`config.mk`:
```
export PLATFORM = sky130hd
export DESIGN_NAME = cmult_seq
export DESIGN_NICKNAME = d
export VERILOG_FILES = /design/src/rtl/cmult_seq_pkg.sv /design/src/rtl/cmult_seq_mult.sv /design/src/rtl/cmult_seq.sv
export SDC_FILE = /design/constraint.sdc
export NUM_CORES = 1
export LEC_CHECK = 0
export BUFFER_PORTS_ARGS = -buffer_cell sky130_fd_sc_hd__buf_2
export CAP_MARGIN = 0
export CORE_MARGIN = 1.5
export CORE_UTILIZATION = 68
export DETAILED_ROUTE_END_ITERATION = 10
export MAX_ROUTING_LAYER = met4
export PLACE_DENSITY = 0.92
export SYNTH_ARGS = -nofsm -noshare
export SYNTH_HDL_FRONTEND = slang
export SYNTH_SLANG_ARGS = --single-unit
```
`constraint.sdc`:
```
create_clock -name clk -period 21.6 [get_ports clk]
set_input_delay 4.32 -clock clk [delete_from_list [all_inputs] [get_ports clk]]
set_output_delay 4.32 -clock clk [all_outputs]
set_load 0.01 [all_outputs]
```
`src/rtl/cmult_seq_pkg.sv`:
```
// Shared definitions for the time-multiplexed complex multiplier:
// default word/fraction widths, FSM state encoding and step indices.
package cmult_seq_pkg;

  localparam int N_DEF = 16;
  localparam int Q_DEF = 9;

  typedef enum logic [1:0] {
    ST_IDLE = 2'd0,
    ST_MUL  = 2'd1,
    ST_OUT  = 2'd2
  } state_t;

  typedef logic [1:0] step_t;

  // Step order: real part first (ar*br, then -ai*bi'), imaginary second.
  localparam step_t STEP_RR = 2'd0;  // pr  = m(ar, br)
  localparam step_t STEP_II = 2'd1;  // pr -= m(ai, bi')
  localparam step_t STEP_RI = 2'd2;  // pi  = m(ar, bi')
  localparam step_t STEP_IR = 2'd3;  // pi += m(ai, br)

endpackage

```
`src/rtl/cmult_seq_mult.sv`:
```
// fx_mult_sm: combinational Q-format multiplier. Two's-complement operands
// are converted to sign-magnitude, the magnitudes multiplied and shifted
// right by Q (truncation toward zero), the low N-1 magnitude bits kept
// (wrapping on overflow) and the result converted back. The most negative
// operand has no magnitude and is treated as zero.
module fx_mult_sm #(
  parameter int N = 16,
  parameter int Q = 9
) (
  input  logic signed [N-1:0] i_x,
  input  logic signed [N-1:0] i_y,
  output logic signed [N-1:0] o_p
);

  localparam logic signed [N-1:0] MOST_NEG = {1'b1, {(N-1){1'b0}}};

  logic [N-2:0]       w_mag_x;
  logic [N-2:0]       w_mag_y;
  logic [2*N-3:0]     w_prod;
  logic [2*N-3:0]     w_shift;
  logic [N-2:0]       w_mag_p;
  logic signed [N-1:0] w_pos;
  logic               w_neg;

  function automatic logic [N-2:0] to_mag(input logic signed [N-1:0] v);
    logic signed [N-1:0] a;
    if (v == MOST_NEG) return '0;
    a = v[N-1] ? -v : v;
    return a[N-2:0];
  endfunction

  assign w_mag_x = to_mag(i_x);
  assign w_mag_y = to_mag(i_y);
  assign w_prod  = {{(N-1){1'b0}}, w_mag_x} * {{(N-1){1'b0}}, w_mag_y};
  assign w_shift = w_prod >> Q;
  assign w_mag_p = w_shift[N-2:0];
  assign w_neg   = i_x[N-1] ^ i_y[N-1];
  assign w_pos   = {1'b0, w_mag_p};

  // Back to two's complement; a zero magnitude always yields +0.
  always_comb begin
    o_p = '0;
    if (w_mag_p != '0) o_p = w_neg ? -w_pos : w_pos;
  end

endmodule

```
`src/rtl/cmult_seq.sv`:
```
// cmult_seq: one complex product per transaction using a single shared
// real multiplier over four cycles (one result every five cycles).
module cmult_seq
  import cmult_seq_pkg::*;
#(
  parameter int N = N_DEF,
  parameter int Q = Q_DEF
) (
  input  logic                clk,
  input  logic                rst,
  input  logic                in_valid,
  output logic                in_ready,
  input  logic signed [N-1:0] ar,
  input  logic signed [N-1:0] ai,
  input  logic signed [N-1:0] br,
  input  logic signed [N-1:0] bi,
  input  logic                conj_b,
  output logic                out_valid,
  input  logic                out_ready,
  output logic signed [N-1:0] pr,
  output logic signed [N-1:0] pi
);

  localparam logic signed [N-1:0] MOST_NEG = {1'b1, {(N-1){1'b0}}};

  state_t              r_state;
  state_t              w_state_nxt;
  step_t               r_step;
  step_t               w_step_nxt;
  logic                w_accept;

  logic signed [N-1:0] r_ar;
  logic signed [N-1:0] r_ai;
  logic signed [N-1:0] r_br;
  logic signed [N-1:0] r_bi;
  logic                r_conj;
  logic signed [N-1:0] w_bi_eff;

  logic signed [N-1:0] w_mx;
  logic signed [N-1:0] w_my;
  logic signed [N-1:0] w_m;
  logic signed [N-1:0] r_pr;
  logic signed [N-1:0] r_pi;

  // Negation for conj(B); the most negative value has no magnitude and maps to 0.
  function automatic logic signed [N-1:0] neg_nomag(input logic signed [N-1:0] v);
    if (v == MOST_NEG) return '0;
    return -v;
  endfunction

  assign w_bi_eff = r_conj ? neg_nomag(r_bi) : r_bi;

  // Next-state and handshake decode; out_valid depends on state only.
  always_comb begin
    w_state_nxt = r_state;
    w_step_nxt  = r_step;
    in_ready    = 1'b0;
    out_valid   = 1'b0;
    w_accept    = 1'b0;
    case (r_state)
      ST_IDLE: begin
        in_ready = 1'b1;
        w_accept = in_valid;
        if (in_valid) begin
          w_state_nxt = ST_MUL;
          w_step_nxt  = STEP_RR;
        end
      end
      ST_MUL: begin
        w_step_nxt = r_step + 2'd1;
        if (r_step == STEP_IR) w_state_nxt = ST_OUT;
      end
      ST_OUT: begin
        out_valid = 1'b1;
        in_ready  = out_ready;
        w_accept  = in_valid & out_ready;
        if (out_ready) begin
          w_state_nxt = in_valid ? ST_MUL : ST_IDLE;
          w_step_nxt  = STEP_RR;
        end
      end
      default: begin
        w_state_nxt = ST_IDLE;
        w_step_nxt  = STEP_RR;
      end
    endcase
  end

  // FSM state and step counter.
  always_ff @(posedge clk) begin
    if (rst) begin
      r_state <= ST_IDLE;
      r_step  <= STEP_RR;
    end else begin
      r_state <= w_state_nxt;
      r_step  <= w_step_nxt;
    end
  end

  // Operand capture on accept; inputs are ignored at all other times.
  always_ff @(posedge clk) begin
    if (rst) begin
      r_ar   <= '0;
      r_ai   <= '0;
      r_br   <= '0;
      r_bi   <= '0;
      r_conj <= 1'b0;
    end else if (w_accept) begin
      r_ar   <= ar;
      r_ai   <= ai;
      r_br   <= br;
      r_bi   <= bi;
      r_conj <= conj_b;
    end
  end

  // Operand routing to the shared multiplier for the current step.
  always_comb begin
    w_mx = r_ar;
    w_my = r_br;
    case (r_step)
      STEP_RR: begin w_mx = r_ar; w_my = r_br;     end
      STEP_II: begin w_mx = r_ai; w_my = w_bi_eff; end
      STEP_RI: begin w_mx = r_ar; w_my = w_bi_eff; end
      STEP_IR: begin w_mx = r_ai; w_my = r_br;     end
      default: begin w_mx = r_ar; w_my = r_br;     end
    endcase
  end

  fx_mult_sm #(.N(N), .Q(Q)) u_mult (
    .i_x (w_mx),
    .i_y (w_my),
    .o_p (w_m)
  );

  // Accumulators: wrap-around add/sub, written only while multiplying.
  always_ff @(posedge clk) begin
    if (rst) begin
      r_pr <= '0;
      r_pi <= '0;
    end else if (r_state == ST_MUL) begin
      case (r_step)
        STEP_RR: r_pr <= w_m;
        STEP_II: r_pr <= r_pr - w_m;
        STEP_RI: r_pi <= w_m;
        STEP_IR: r_pi <= r_pi + w_m;
        default: r_pr <= r_pr;
      endcase
    end
  end

  assign pr = r_pr;
  assign pi = r_pi;

endmodule

```
---- After elaboration in Yosys (flattened, before gate mapping) ----
Index checks and enable logic that the tools add are counted.
word-level totals
  flip-flop bits (word level) ............. 101
  output and inout bits ................... 34
cells by class
  mux-type cells .......................... 29
  equal/unequal tests ..................... 11
  add/subtract/negate cells ............... 7
  multiply operators ...................... 1
  reduce and logical (&&, ||, !) cells .... 13
  bitwise logic cells ..................... 2
operators with widths
  kind                  count
  $pmux 16 s2           4
  $mux 15               6
  $mux 16               5
  $eq 16x16->1 const B  3
  $neg 15->15           2
  $mul 15x15->24        1
  $add 16x16->16        1
  $neg 15->16           1
  $neg 16->16           1
  $sub 16x16->16        1
  $reduce_bool 15->1    1
  $pmux 2 s3            2
  $mux 2                5
  $reduce_or 2->1       4
  $eq 2x2->1 const B    3
  $ne 2x2->1 const B    3
  $reduce_and 2->1      3
  $mux 1                5
  $eq 2x1->1 const B    2
  $logic_not 2->1       2
  $pmux 1 s2            2
  $reduce_bool 2->1     2
  $reduce_and 3->1      1
  $add 2x1->2 const B   1
  other kinds (2)       2

---- Longest topological paths before layout ----
  word-level depth ........................ 14
  gate-level depth with buffers ........... 59

---- Modules after synthesis ----
From an unflattened synthesis, not the netlist that was laid out.
unflattened totals
  cells, all modules ...................... 1,810
  area total of the unflattened synthesis .. 14,004.7 um2
modules (own cells, without submodules)
  module      cells each  area each (um2)  instances
  fx_mult_sm  989         7,847.5          1
  cmult_seq   821         6,157.2          1

---- Worst setup path after synthesis ----
OpenSTA, ideal clock, no wires.
  path type ............................... flip-flop to flip-flop
  start point ............................. register r_bi[0]
  end point ............................... register r_pr[15], in the netlist pr[15]
  stages on the path, launching flop included .. 52
  data arrival time ....................... 12.349 ns
  setup slack ............................. 9.119 ns
  setup time .............................. 0.132 ns
  cells stage by stage .................... dfxtp_1 > clkbuf_1 > inv_1 > ha_1 > buf_2 > nor4b_2 > nand4_1 > o21ai_1 > ha_1 > o311ai_2 > or3_1 > or2_2 > nand2_1 > nor2_1 > fa_1 > inv_1 > fa_1 > inv_1 > [... 16 more ...] > a2111oi_4 > mux2i_4 > o21ai_1 > ha_1 > nor2b_1 > o21ai_0 > a21boi_0 > o21ai_0 > a21boi_0 > o21ai_0 > a21oi_1 > o41ai_1 > o21ai_0 > a31oi_1 > nor4_1 > a2111o_1 > o31ai_1 > a21oi_1
on the way
  longest elaborated chain between the ends .. 14
  elaborated cells between the ends (all ways) .. 19
  classes of those cells .................. add/sub: 4; mul: 1; eq/ne: 2; mux: 10; bitwise: 1; reduce/logical: 1
ends and longest elaborated chain
  what                                                 RTL line                                    text
  start: declaration                                   cmult_seq.sv:35                             logic signed [N-1:0] r_bi;
  start signal: assignment                             cmult_seq.sv:112                            r_bi <= bi;
  branches (longest 3 deep; another with $neg 16->16)  -
  $mux 16 *                                            cmult_seq.sv:51                             assign w_bi_eff = r_conj ? neg_nomag(r_bi) : r_bi;
  $pmux 16 s2 *                                        cmult_seq.sv:121                            case (r_step)
  $neg 15->15 / $eq 16x16->1 (equally long branches)   cmult_seq_mult.sv:28, cmult_seq_mult.sv:27
  $mux 15 / $mux 1 (equally long branches)             cmult_seq_mult.sv:28, cmult_seq_mult.sv:27
  $mux 15                                              cmult_seq_mult.sv:28                        a = v[N-1] ? -v : v;
  $mul 15x15->24                                       cmult_seq_mult.sv:34                        assign w_prod = {{(N-1){1'b0}}, w_mag_x} * {{(N-1){1'b0}}, w_mag_y};
  $neg 15->16                                          cmult_seq_mult.sv:43                        if (w_mag_p != '0) o_p = w_neg ? -w_pos : w_pos;
  $mux 16                                              cmult_seq_mult.sv:43
  $mux 16 *                                            cmult_seq_mult.sv:43
  $sub 16x16->16                                       cmult_seq.sv:144                            STEP_II: r_pr <= r_pr - w_m;
  $pmux 16 s2 *                                        cmult_seq.sv:142                            case (r_step)
  end signal: assignment                               cmult_seq.sv:143                            STEP_RR: r_pr <= w_m;
  end signal: assignment                               cmult_seq.sv:144
  end signal: assignment                               cmult_seq.sv:147                            default: r_pr <= r_pr;
  end: declaration                                     cmult_seq.sv:42                             logic signed [N-1:0] r_pr;
Mark *: on every way between the ends.
A chain may end at the register's enable or synchronous reset.

---- Worst setup path after layout ----
  start point ............................. register r_step[1]
  end point ............................... register r_pr[15], in the netlist pr[15]
on the way
  longest elaborated chain between the ends .. 12
  elaborated cells between the ends (all ways) .. 30
  classes of those cells .................. add/sub: 4; mul: 1; eq/ne: 5; mux: 11; bitwise: 1; reduce/logical: 8
ends and longest elaborated chain
  what                                                RTL line                                    text
  start: declaration                                  cmult_seq.sv:28                             step_t r_step;
  start signal: assignment                            cmult_seq.sv:96                             r_step <= w_step_nxt;
  $eq 2x2->1, or another cell as far along            cmult_seq.sv:121
  $reduce_or 2->1 (no line)                           -
  $pmux 16 s2                                         cmult_seq.sv:121
  $neg 15->15 / $eq 16x16->1 (equally long branches)  cmult_seq_mult.sv:28, cmult_seq_mult.sv:27
  $mux 15 / $mux 1 (equally long branches)            cmult_seq_mult.sv:28, cmult_seq_mult.sv:27
  $mux 15                                             cmult_seq_mult.sv:28
  $mul 15x15->24                                      cmult_seq_mult.sv:34
  $neg 15->16                                         cmult_seq_mult.sv:43
  $mux 16 (2 in a row)                                cmult_seq_mult.sv:43
  $sub 16x16->16                                      cmult_seq.sv:144
  $pmux 16 s2                                         cmult_seq.sv:142
Several ways; a longest one is shown, not always the timed one.

==> metrics.yaml <==
run_status:
  outcome: "finished clean"
timing:
  hold_violations: 0
  drv_slew: 0
  fin_skew_ns: 0.0138
  finalSetupViolations: 0
  fin_crit_ns: 15.04
  worstMarginPinSlew_ns: 1.30
  tns_ns: 0
  fmax_mhz: 66.5
  rsz0062_at_grt: "no"
  relSlewSlack_pct: 12.5
  fin_crit_sh_pct: 69.6
clock_network:
  cts_tree: "done"
  post_cts.repair.setup_buffers: 0
  cts_buffers: 9
  htree_levels: 3
  path_clk_slew_ns: 0.07
  cts_hold_buffers: 0
  clockBufferDepth: 2
  postCtsResizedCells: 0
  insertion_delay_ns: 0.35
  clockRootBuffer: "clkbuf_16"
  cts_num_sinks: 101
global_route:
  grt_usage_pct: 39.3
  overflow: 0
  grt_max_degree: 104
  antenna_found_initial: 0
  grt_pass1_wl_um: 66200
  grt_pass1_vias: 13200
setup_path:
  path_max_fanout: 30
  cp-startpoint: "r_step[1]$_SDFFE_PP0P_"
  cp.arrival_ns: 15.23
  startpoint_type: "flop"
  cp.required_ns: 21.79
  path_class: "flop to flop"
  r2r-start: "r_step[1]$_SDFFE_PP0P_"
  end_kind: "flop"
  cpMaxStageDelayCell: "ha_1"
  crit_top_cell: "fa_1"
  cpPeakStageDelay_ns: 0.87
synth:
  mappedNetlistArea_mm2: 0.0142
  synth_ff_type: "dfxtp_1"
  synth-edff-count: 0
  synth_top_area_share_pct: 21.8
  syn_area_per_cell_um2: 7.89
  async_reset_ff_share_pct: 0
  synth_warnings: 0
  yosysMostFrequentCell: "nand2_1"
  synth-seq-cells: 101
  synth_top_cell_by_area: "fa_1"
  synth_fp_nets: 2131
  yosysSeqAreaShare_pct: 14.2
  synth.distinct_cells: 92
  synthesis.instances: 1806
  synth_common_cells: "nand2_1, inv_1, fa_1"
  synth.area.top_cells: "fa_1, dfxtp_1, ha_1, nand2_1, inv_1"
finish:
  area_delta_synth_final_pct: 7.19
  antenna_cells: 0
  final_layout_size_suffix_gt1_share_pct: 10.5
  nNetsFinal: 2184
job:
  cap_violations: 0
floorplanning:
  io_pins: 103
  start_util_pct: 70.0
  rows: 52
  core_mm2: 0.0204
  die_h_um: 148
  dieArea_mm2: 0.0218
  die_w_um: 148
power:
  p_clk_share_pct: 9.3
  p_leak_nw: 6.94
  finalPower_mw: 1.85
  p_switching_mw: 1.01
  power_density_mw_per_mm2: 121
  vdd_drop_max_mv: 0.104
  intPower_mw: 0.837
  p_seq_share_pct: 11.8
  p_sw_share_pct: 54.7
  comb_power_share_pct: 78.9
drt:
  viasPerCell: 6.35
  wl_um: 41100
  drt_iter0_markers: 1443
  vias: 13600
  drt_pre_antenna_iters: 8
  avgRoutedWirePerCell_um: 19.3
  drc: 0
  ant_nets: 0
worst_hold_path:
  hold_path_startpoint: "r_ar[14]$_SDFFE_PP0P_"
  hp-class: "flop to flop"
place:
  gp_congestion: 1.01
  numPortBuffers: 102
  hpwlAfterDp_um: 31800
==> path summary, 6_finish.rpt <==
path,endpoint,slack [ns],cells after the start
worst max-delay path,pr[15]$_SDFFE_PP0P_,6.56,46
worst min-delay path,r_ar[14]$_SDFFE_PP0P_,0.46,2
worst max register to register,pr[15]$_SDFFE_PP0P_,6.56,46
worst min register to register,r_ar[14]$_SDFFE_PP0P_,0.46,2
==> cell families after synthesis <==
group           count (synthesis)  synth area share [%]
buf+inv                       297                  8.03
simple gates                  657                  21.2
compound gates                373                  17.3
mux                            33                  2.56
fa+ha+maj                     256                  30.6
xor+xnor                       89                  6.02
flops                         101                  14.2
==> per-layer routing <==
metal	global-route usage, %	vias to the layer above	wire [µm]
li1	-	6124	-
met1	50.2	6376	16100
met5	-	-	0
met2	61.4	852	18700
met4	17.1	0	2070
met3	7.10	206	4280
==> per-stage QoR <==
| stage | setup slack, ns | hold WS (ns) | cell area [µm²] | instances | util [%] |
|---|---|---|---|---|---|
| finish | 6.56 | 0.458 | 15300 | 2134 | 75.0 |
| CTS | 6.85 | 0.457 | 15300 | 2134 | 75.0 |
| global placement | 7.64 | 0.439 | 15000 | 2118 | 73.5 |
| detailed placement | 6.93 | 0.448 | 15000 | 2118 | 73.5 |
| global route | 5.60 | 0.473 | 15300 | 2134 | 75.0 |
| floorplan | 9.12 | 0.432 | 14200 | 1806 | - |
==> power groups by stage <==
stage | logic (mW) | registers (mW) | clock network (mW)
6_report | 1.46 | 0.218 | 0.172
2_1_floorplan | 1.06 | 0.218 | 0
3_5_place_dp | 1.40 | 0.221 | 0
4_1_cts | 1.42 | 0.217 | 0.173
5_1_grt | 1.59 | 0.219 | 0.180
3_3_place_gp | 1.33 | 0.221 | 0
==> registers in the layout, summed over array words and instances, names as in the netlist <==
| register | cells |
|---|---|
| r_br | 16 |
| r_bi | 16 |
| r_ar | 16 |
| r_step | 2 |
| r_ai | 16 |
| r_state | 2 |
| pi | 16 |
| r_conj | 1 |
| pr | 16 |
==> critical path: cells and delay by family (launching register included) <==
| family | cells | cell delay (ns) |
|---|---|---|
| AOI/OAI and AO/OA | 20 | 5.48 |
| and+or+nand+nor | 10 | 2.70 |
| DFF | 1 | 0.40 |
| adders and majority gates | 10 | 5.04 |
| muxes | 2 | 1.00 |
| buffers and inverters | 4 | 0.21 |
==> cell type report <==
| type | count | area, µm² |
|---|---|---|
| Clock buffer | 9 | 225 |
| Clock inverter | 7 | 91.3 |
| Fill cell | 1494 | 5090 |
| Inverter | 211 | 792 |
| Multi-Input combinational cell | 1408 | 11100 |
| Sequential cell | 101 | 2020 |
| Tap cell | 270 | 338 |
| Timing Repair Buffer | 128 | 706 |
==> cell usage in the layout (no fill, tap or decap), types with 20 or more instances in the layout <==
| cell | netlist | final |
|---|---|---|
| nand2_1 | 307 | 306 |
| inv_1 | 209 | 209 |
| fa_1 | 155 | 155 |
| nor2_1 | 145 | 145 |
| a21oi_1 | 137 | 137 |
| buf_2 | 12 | 102 |
| ha_1 | 101 | 101 |
| dfxtp_1 | 101 | 101 |
| xnor2_1 | 55 | 54 |
| o21ai_0 | 52 | 52 |
| nor3_1 | 41 | 41 |
| and2_1 | 30 | 29 |
| mux2i_1 | 26 | 26 |
| xor2_1 | 26 | 26 |
| buf_4 | 0 | 26 |
| nand3_1 | 20 | 20 |
(Power assumes the default switching activity.)
